`config.mk`:
```
export PLATFORM = sky130hd
export DESIGN_NAME = rf_write_arbiter
export DESIGN_NICKNAME = d
export VERILOG_FILES = /design/src/rtl/rf_write_arbiter.sv
export SDC_FILE = /design/constraint.sdc
export NUM_CORES = 1
export LEC_CHECK = 0
export ABC_AREA = 0
export BUFFER_PORTS_ARGS = -buffer_cell sky130_fd_sc_hd__buf_2
export CAP_MARGIN = 20
export CELL_PAD_IN_SITES_DETAIL_PLACEMENT = 0
export CELL_PAD_IN_SITES_GLOBAL_PLACEMENT = 1
export CORE_MARGIN = 1
export CORE_UTILIZATION = 47
export DETAILED_ROUTE_END_ITERATION = 8
export GPL_TIMING_DRIVEN = 0
export HOLD_SLACK_MARGIN = 0.12
export PLACE_DENSITY_LB_ADDON = 0.05
export SLEW_MARGIN = 20
export SYNTH_ARGS = -nofsm -noshare
export SYNTH_HDL_FRONTEND = slang
export SYNTH_SLANG_ARGS = --single-unit
```
`constraint.sdc`:
```
create_clock -name clk -period 5.7 [get_ports clk]
set_clock_uncertainty 0.05 [all_clocks]
set_input_delay 1.14 -clock clk [delete_from_list [all_inputs] [get_ports clk]]
set_output_delay 1.14 -clock clk [all_outputs]
set_load 0.01 [all_outputs]
```
`src/rtl/rf_write_arbiter.sv`:
```
// ---------------------------------------------------------------------------
// rf_write_arbiter
//
// Shares the single write port of the 32x64 register file between two
// producers. Port 0 is the pipeline writeback and port 1 is the
// network-interface / memory load return. Each port feeds a small FIFO. A
// round-robin arbiter drains at most one write per cycle into a registered
// write stage, and that stage drives the regfile write port. A combinational
// hazard query tells decode whether a register still has a write in flight.
//
// Ports
//   clk, reset                  clock, synchronous active-high reset
//   p0_valid/ready/addr/sel/data  port 0 write request (valid/ready handshake)
//   p1_valid/ready/addr/sel/data  port 1 write request (valid/ready handshake)
//   rf_we/rf_addr_wr/rf_sel/rf_data_in  registered regfile write port
//   chk_addr                    hazard query address
//   hazard                      write to chk_addr pending in a FIFO or the
//                               write stage
// ---------------------------------------------------------------------------
module rf_write_arbiter #(
  parameter int FIFO_DEPTH = 2,
  parameter int DATA_WIDTH = 64,
  parameter int ADDR_WIDTH = 5
) (
  input  logic                  clk,
  input  logic                  reset,
  input  logic                  p0_valid,
  output logic                  p0_ready,
  input  logic [ADDR_WIDTH-1:0] p0_addr,
  input  logic [2:0]            p0_sel,
  input  logic [0:DATA_WIDTH-1] p0_data,
  input  logic                  p1_valid,
  output logic                  p1_ready,
  input  logic [ADDR_WIDTH-1:0] p1_addr,
  input  logic [2:0]            p1_sel,
  input  logic [0:DATA_WIDTH-1] p1_data,
  output logic                  rf_we,
  output logic [ADDR_WIDTH-1:0] rf_addr_wr,
  output logic [2:0]            rf_sel,
  output logic [0:DATA_WIDTH-1] rf_data_in,
  input  logic [ADDR_WIDTH-1:0] chk_addr,
  output logic                  hazard
);

  localparam int PTR_W = $clog2(FIFO_DEPTH);
  localparam int CNT_W = $clog2(FIFO_DEPTH) + 1;
  localparam logic [CNT_W-1:0]      DEPTH_CNT = CNT_W'(FIFO_DEPTH);
  localparam logic [CNT_W-1:0]      CNT_ZERO  = {CNT_W{1'b0}};
  localparam logic [CNT_W-1:0]      CNT_ONE   = CNT_W'(1'b1);
  localparam logic [PTR_W-1:0]      PTR_ZERO  = {PTR_W{1'b0}};
  localparam logic [PTR_W-1:0]      PTR_ONE   = PTR_W'(1'b1);
  localparam logic [ADDR_WIDTH-1:0] ADDR_ZERO = {ADDR_WIDTH{1'b0}};
  localparam logic [DATA_WIDTH-1:0] DATA_ZERO = {DATA_WIDTH{1'b0}};

  // The two producer ports folded into arrays so both FIFOs share one description.
  logic                  in_valid_s [2];
  logic [ADDR_WIDTH-1:0] in_addr_s  [2];
  logic [2:0]            in_sel_s   [2];
  logic [0:DATA_WIDTH-1] in_data_s  [2];

  // FIFO storage and bookkeeping, one set per port.
  logic [ADDR_WIDTH-1:0] q_addr_r [2][FIFO_DEPTH];
  logic [2:0]            q_sel_r  [2][FIFO_DEPTH];
  logic [0:DATA_WIDTH-1] q_data_r [2][FIFO_DEPTH];
  logic [FIFO_DEPTH-1:0] q_vld_r  [2];
  logic [PTR_W-1:0]      wr_ptr_r [2];
  logic [PTR_W-1:0]      rd_ptr_r [2];
  logic [CNT_W-1:0]      count_r  [2];

  // Port that won the most recent grant (1 after reset so port 0 goes first).
  logic                  last_port_r;

  logic [1:0]            ready_s;
  logic [1:0]            nonempty_s;
  logic [1:0]            store_s;
  logic [1:0]            grant_s;
  logic                  grant_any_s;
  logic                  grant_port_s;
  logic                  hit_s;

  assign in_valid_s[0] = p0_valid;
  assign in_valid_s[1] = p1_valid;
  assign in_addr_s[0]  = p0_addr;
  assign in_addr_s[1]  = p1_addr;
  assign in_sel_s[0]   = p0_sel;
  assign in_sel_s[1]   = p1_sel;
  assign in_data_s[0]  = p0_data;
  assign in_data_s[1]  = p1_data;

  assign p0_ready = ready_s[0];
  assign p1_ready = ready_s[1];

  // Per-port ready/occupancy flags and store qualification.
  // Ready looks only at registered occupancy, so a pop in the same cycle does
  // not open a slot early. Address 0 completes the handshake but is dropped.
  always_comb begin
    ready_s    = 2'b00;
    nonempty_s = 2'b00;
    store_s    = 2'b00;
    for (int p = 0; p < 2; p++) begin
      ready_s[p]    = (count_r[p] < DEPTH_CNT);
      nonempty_s[p] = (count_r[p] != CNT_ZERO);
      store_s[p]    = in_valid_s[p] && ready_s[p] && (in_addr_s[p] != ADDR_ZERO);
    end
  end

  // Round-robin arbitration: a lone requester wins; on contention the port
  // that did not win last time is granted.
  always_comb begin
    grant_s = 2'b00;
    case (nonempty_s)
      2'b01:   grant_s = 2'b01;
      2'b10:   grant_s = 2'b10;
      2'b11:   grant_s = last_port_r ? 2'b01 : 2'b10;
      default: grant_s = 2'b00;
    endcase
    grant_any_s  = |grant_s;
    grant_port_s = grant_s[1];
  end

  // FIFO pointers, occupancy, entry-valid flags and the round-robin pointer.
  // A store never lands on the head slot while it is occupied, so the set and
  // clear of q_vld_r in the same cycle always touch different bits.
  always_ff @(posedge clk) begin
    if (reset) begin
      for (int p = 0; p < 2; p++) begin
        wr_ptr_r[p] <= PTR_ZERO;
        rd_ptr_r[p] <= PTR_ZERO;
        count_r[p]  <= CNT_ZERO;
        q_vld_r[p]  <= {FIFO_DEPTH{1'b0}};
      end
      last_port_r <= 1'b1;
    end else begin
      for (int p = 0; p < 2; p++) begin
        if (store_s[p]) begin
          wr_ptr_r[p]              <= wr_ptr_r[p] + PTR_ONE;
          q_vld_r[p][wr_ptr_r[p]]  <= 1'b1;
        end
        if (grant_s[p]) begin
          rd_ptr_r[p]              <= rd_ptr_r[p] + PTR_ONE;
          q_vld_r[p][rd_ptr_r[p]]  <= 1'b0;
        end
        case ({store_s[p], grant_s[p]})
          2'b10:   count_r[p] <= count_r[p] + CNT_ONE;
          2'b01:   count_r[p] <= count_r[p] - CNT_ONE;
          default: count_r[p] <= count_r[p];
        endcase
      end
      if (grant_any_s) begin
        last_port_r <= grant_port_s;
      end
    end
  end

  // FIFO payload storage; contents are qualified by q_vld_r, so no reset.
  always_ff @(posedge clk) begin
    for (int p = 0; p < 2; p++) begin
      if (store_s[p]) begin
        q_addr_r[p][wr_ptr_r[p]] <= in_addr_s[p];
        q_sel_r[p][wr_ptr_r[p]]  <= in_sel_s[p];
        q_data_r[p][wr_ptr_r[p]] <= in_data_s[p];
      end
    end
  end

  // Registered write stage; rf_we pulses for one cycle per grant while the
  // address/sel/data hold their last values between writes.
  always_ff @(posedge clk) begin
    if (reset) begin
      rf_we      <= 1'b0;
      rf_addr_wr <= ADDR_ZERO;
      rf_sel     <= 3'b000;
      rf_data_in <= DATA_ZERO;
    end else if (grant_any_s) begin
      rf_we      <= 1'b1;
      rf_addr_wr <= q_addr_r[grant_port_s][rd_ptr_r[grant_port_s]];
      rf_sel     <= q_sel_r[grant_port_s][rd_ptr_r[grant_port_s]];
      rf_data_in <= q_data_r[grant_port_s][rd_ptr_r[grant_port_s]];
    end else begin
      rf_we      <= 1'b0;
    end
  end

  // Hazard search over every valid FIFO entry of both ports.
  always_comb begin
    hit_s = 1'b0;
    for (int p = 0; p < 2; p++) begin
      for (int i = 0; i < FIFO_DEPTH; i++) begin
        hit_s = hit_s | (q_vld_r[p][i] & (q_addr_r[p][i] == chk_addr));
      end
    end
  end

  // Register 0 never carries a real write, so it never reports a hazard.
  assign hazard = (chk_addr != ADDR_ZERO) &&
                  (hit_s || (rf_we && (rf_addr_wr == chk_addr)));

endmodule
```
==> qor.yml <==
power_per_cell_area_nw_per_um2: 490
final_max_slew_viol_count: 0
hold_path_class: "flip-flop to flip-flop"
die_width_um: 173
cts.sinks: 374
grt_start_max_net_pins: 44
end_kind: "output port"
worst_slew_pin_slew_ns: 0.966
row_count: 62
cp_slowest_stage_delay_ns: 0.39
reg2reg_to: "count_r[1][1]"
yosysWarnings: 0
drt-pass1-iter-count: 4
clkTransAtPathRegs_ns: 0.05
overflow: 0
crit_arrival_ns: 2.45
reg2regPathDepth: 6
required_ns: 4.51
io_buffers: 223
layout_setup_ws_ns: 2.06
syn_to_final_growth_pct: 21.6
start_kind: "input port"
yosysMostFrequentCell: "edfxtp_1"
syn_avg_cell_area_sq_um: 16.9
initial_core_util: 0.478
insertion_delay_ns: 0.51
ys_top_cells_by_count: "edfxtp_1 (298), mux2i_1 (144), nand2_1 (80)"
leakagePower_nw: 6.28
cts-resized-gates: 0
synth_seq_cells: 374
fp.dieH_um: 173
drtAntennaViolNets: 0
maxCapViolCount: 0
outcome: "finished, final reports clean"
peakVddDrop_mv: 0.276
setup_viol: 0
nets: 1243
grt_pass1_vias: 7815
finalSetupTns_ns: 0
cts_tree: "yes"
setup.worst_path.start: "chk_addr[3]"
netlist.area_leader.share: 0.653
place.gp.congestion: 0.759
layout-drive-gt1-share: 0.280
slew-limit-headroom: 0.356
io-pin-count: 229
max_freq_mhz: 275
cts-root-buf: "clkbuf_16"
ys_types: 35
critPathCapture: "hazard"
cts_setup_buffers: 0
final_util: 0.581
dr_total_vias: 7800
antenna_found_initial: 12
yosys_most_used_dff: "edfxtp_1"
track_usage: 0.204
place_ws_ns: 2.08
synth_top_cells_by_area: "edfxtp_1 (65%), dfxtp_1 (11%), mux2i_1 (11%)"
crit_top_cell: "nand3_1"
wl_per_cell_um: 20.3
async_flop_share: 0
htree_num_levels: 2
path_class: "input port to output port"
synth.largest_area_cell: "edfxtp_1"
place_hpwl_um: 20200
drcViolationCount: 0
synth-edff-count: 298
hold_buffers: 0
switching_share: 0.301
switchingPower_mw: 2.46
pwr-share-clk: 0.281
critPathSlowestCell: "nor4_1"
syn_nets: 971
cp_cell_sequence: "clkbuf_1 -> xor2_1 -> nor4_1 -> nand3_1 -> nand3_1 -> o22a_1 -> buf_2"
core_region_area_sq_um: 28700
viasPerCell: 5.19
numCtsBuffers: 39
seqPwrFrac: 0.458
ys_seq_area_frac: 0.764
finalCriticalPeriod_ns: 3.64
die_area_sq_um: 29900
drt-initial-drc-count: 452
postLayoutCellArea_sq_um: 16700
grt_setup_unrepaired: "no"
placed_cell_area_sq_um: 15500
totalWireLength_um: 30600
netlist_area_sq_um: 13700
fin_crit_sh: 0.638
combPwrFrac: 0.261
p_total_mw: 8.18
synth_cells: 813
reg2reg_slack_ns: 3.16
grt_pass1_wl_um: 45800
finalHoldViolations: 0
r2r-start: "count_r[0][1]"
clockBufferDepth: 3
p_int_mw: 5.72
cp_max_fo: 6
==> how the worst min path moves through the flow <==
stage,start,to,slack [ns],cells after the start
after floorplan,q_vld_r[1][1],q_vld_r[1][1],0.43,2
after global routing,rf_data_in[2],rf_data_in[2],0.43,2
after global placement,rf_sel[1],rf_sel[1],0.39,2
final,rf_data_in[2],rf_data_in[2],0.41,2
after CTS,rf_data_in[2],rf_data_in[2],0.41,2
after detailed placement,rf_data_in[2],rf_data_in[2],0.39,2
==> cell type report <==
class	instances	area, sq um
diodes	7	17.5
plain buffers	46	195
clock buffers	55	1060
clock inverters	14	95.1
fillers	2287	12000
inverters	9	33.8
multi-input cells	384	3030
flip-flops and latches	374	10500
well taps	384	480
repair buffers	231	1300
==> routing by layer <==
metal	wire (um)	track usage
met4	499	0.0487
met5	72	0
met1	13100	0.267
met2	14900	0.342
met3	1980	0.0510
==> power by group through the flow <==
| stage | logic, mW | clock network (mW) | registers, mW |
|---|---|---|---|
| after floorplan | 1.25 | 0 | 3.87 |
| after global placement | 2.08 | 0 | 3.85 |
| after detailed placement | 2.18 | 0 | 3.80 |
| after CTS | 2.18 | 2.35 | 3.75 |
| after global routing | 2.32 | 2.45 | 3.80 |
| final | 2.13 | 2.30 | 3.75 |
==> layout by cell type, fill, tap and decap left out, types with 2 or more instances in the layout <==
| master | instances |
|---|---|
| edfxtp_1 | 298 |
| clkbuf_16 | 39 |
| and2_4 | 2 |
| nand2_2 | 2 |
| nor2b_1 | 2 |
| o21ai_0 | 3 |
| nor3_1 | 4 |
| mux2i_1 | 144 |
| buf_2 | 241 |
| clkinv_2 | 5 |
| xnor2_1 | 6 |
| nor2_1 | 12 |
| nand2_1 | 80 |
| nand3_1 | 6 |
| xor2_1 | 21 |
| or4_1 | 2 |
| clkbuf_8 | 2 |
| buf_16 | 3 |
| diode_2 | 7 |
| clkbuf_1 | 42 |
| a211oi_1 | 2 |
| dfxtp_1 | 76 |
| ha_1 | 5 |
| inv_1 | 8 |
| buf_12 | 5 |
| nor2_4 | 2 |
| or3_1 | 2 |
| clkinv_1 | 6 |
| o221ai_1 | 72 |
| nor4_1 | 5 |
==> critical path, delay by kind of cell <==
kind | cells | cell delay, ns
AOI/OAI and AO/OA | 1 | 0.14
xor gates and xnor gates | 1 | 0.12
buffers and inverters | 2 | 0.44
and+or+nand+nor | 3 | 0.62
==> metrics by stage <==
| stage | instances | hold WS, ns |
|---|---|---|
| after floorplan | 813 | 0.428 |
| after global placement | 1420 | 0.392 |
| after detailed placement | 1428 | 0.392 |
| after CTS | 1497 | 0.407 |
| after global routing | 1498 | 0.431 |
| final | 1504 | 0.409 |
==> cell families (layout without fill, tap and decap cells) <==
kind of cell    count (synthesis)  count (layout)  share of synthesized area
buf+inv                        55             355                     0.0167
compound gates                 86              86                     0.0545
simple gates                  122             122                     0.0381
flops                         374             374                      0.764
fa+ha+maj                       5               5                    0.00456
other cells                     0               7                          0
xor+xnor                       27              27                     0.0172
mux                           144             144                      0.105
==> sequential cells by signal, indices dropped and copies added (netlist names) <==
register     count
q_addr_r        20
count_r          4
rf_addr_wr       5
rf_sel           3
wr_ptr_r         2
q_vld_r          4
rf_data_in      64
rf_we            1
rd_ptr_r         2
q_data_r       256
last_port_r      1
q_sel_r         12
(Power assumes the default switching activity.)
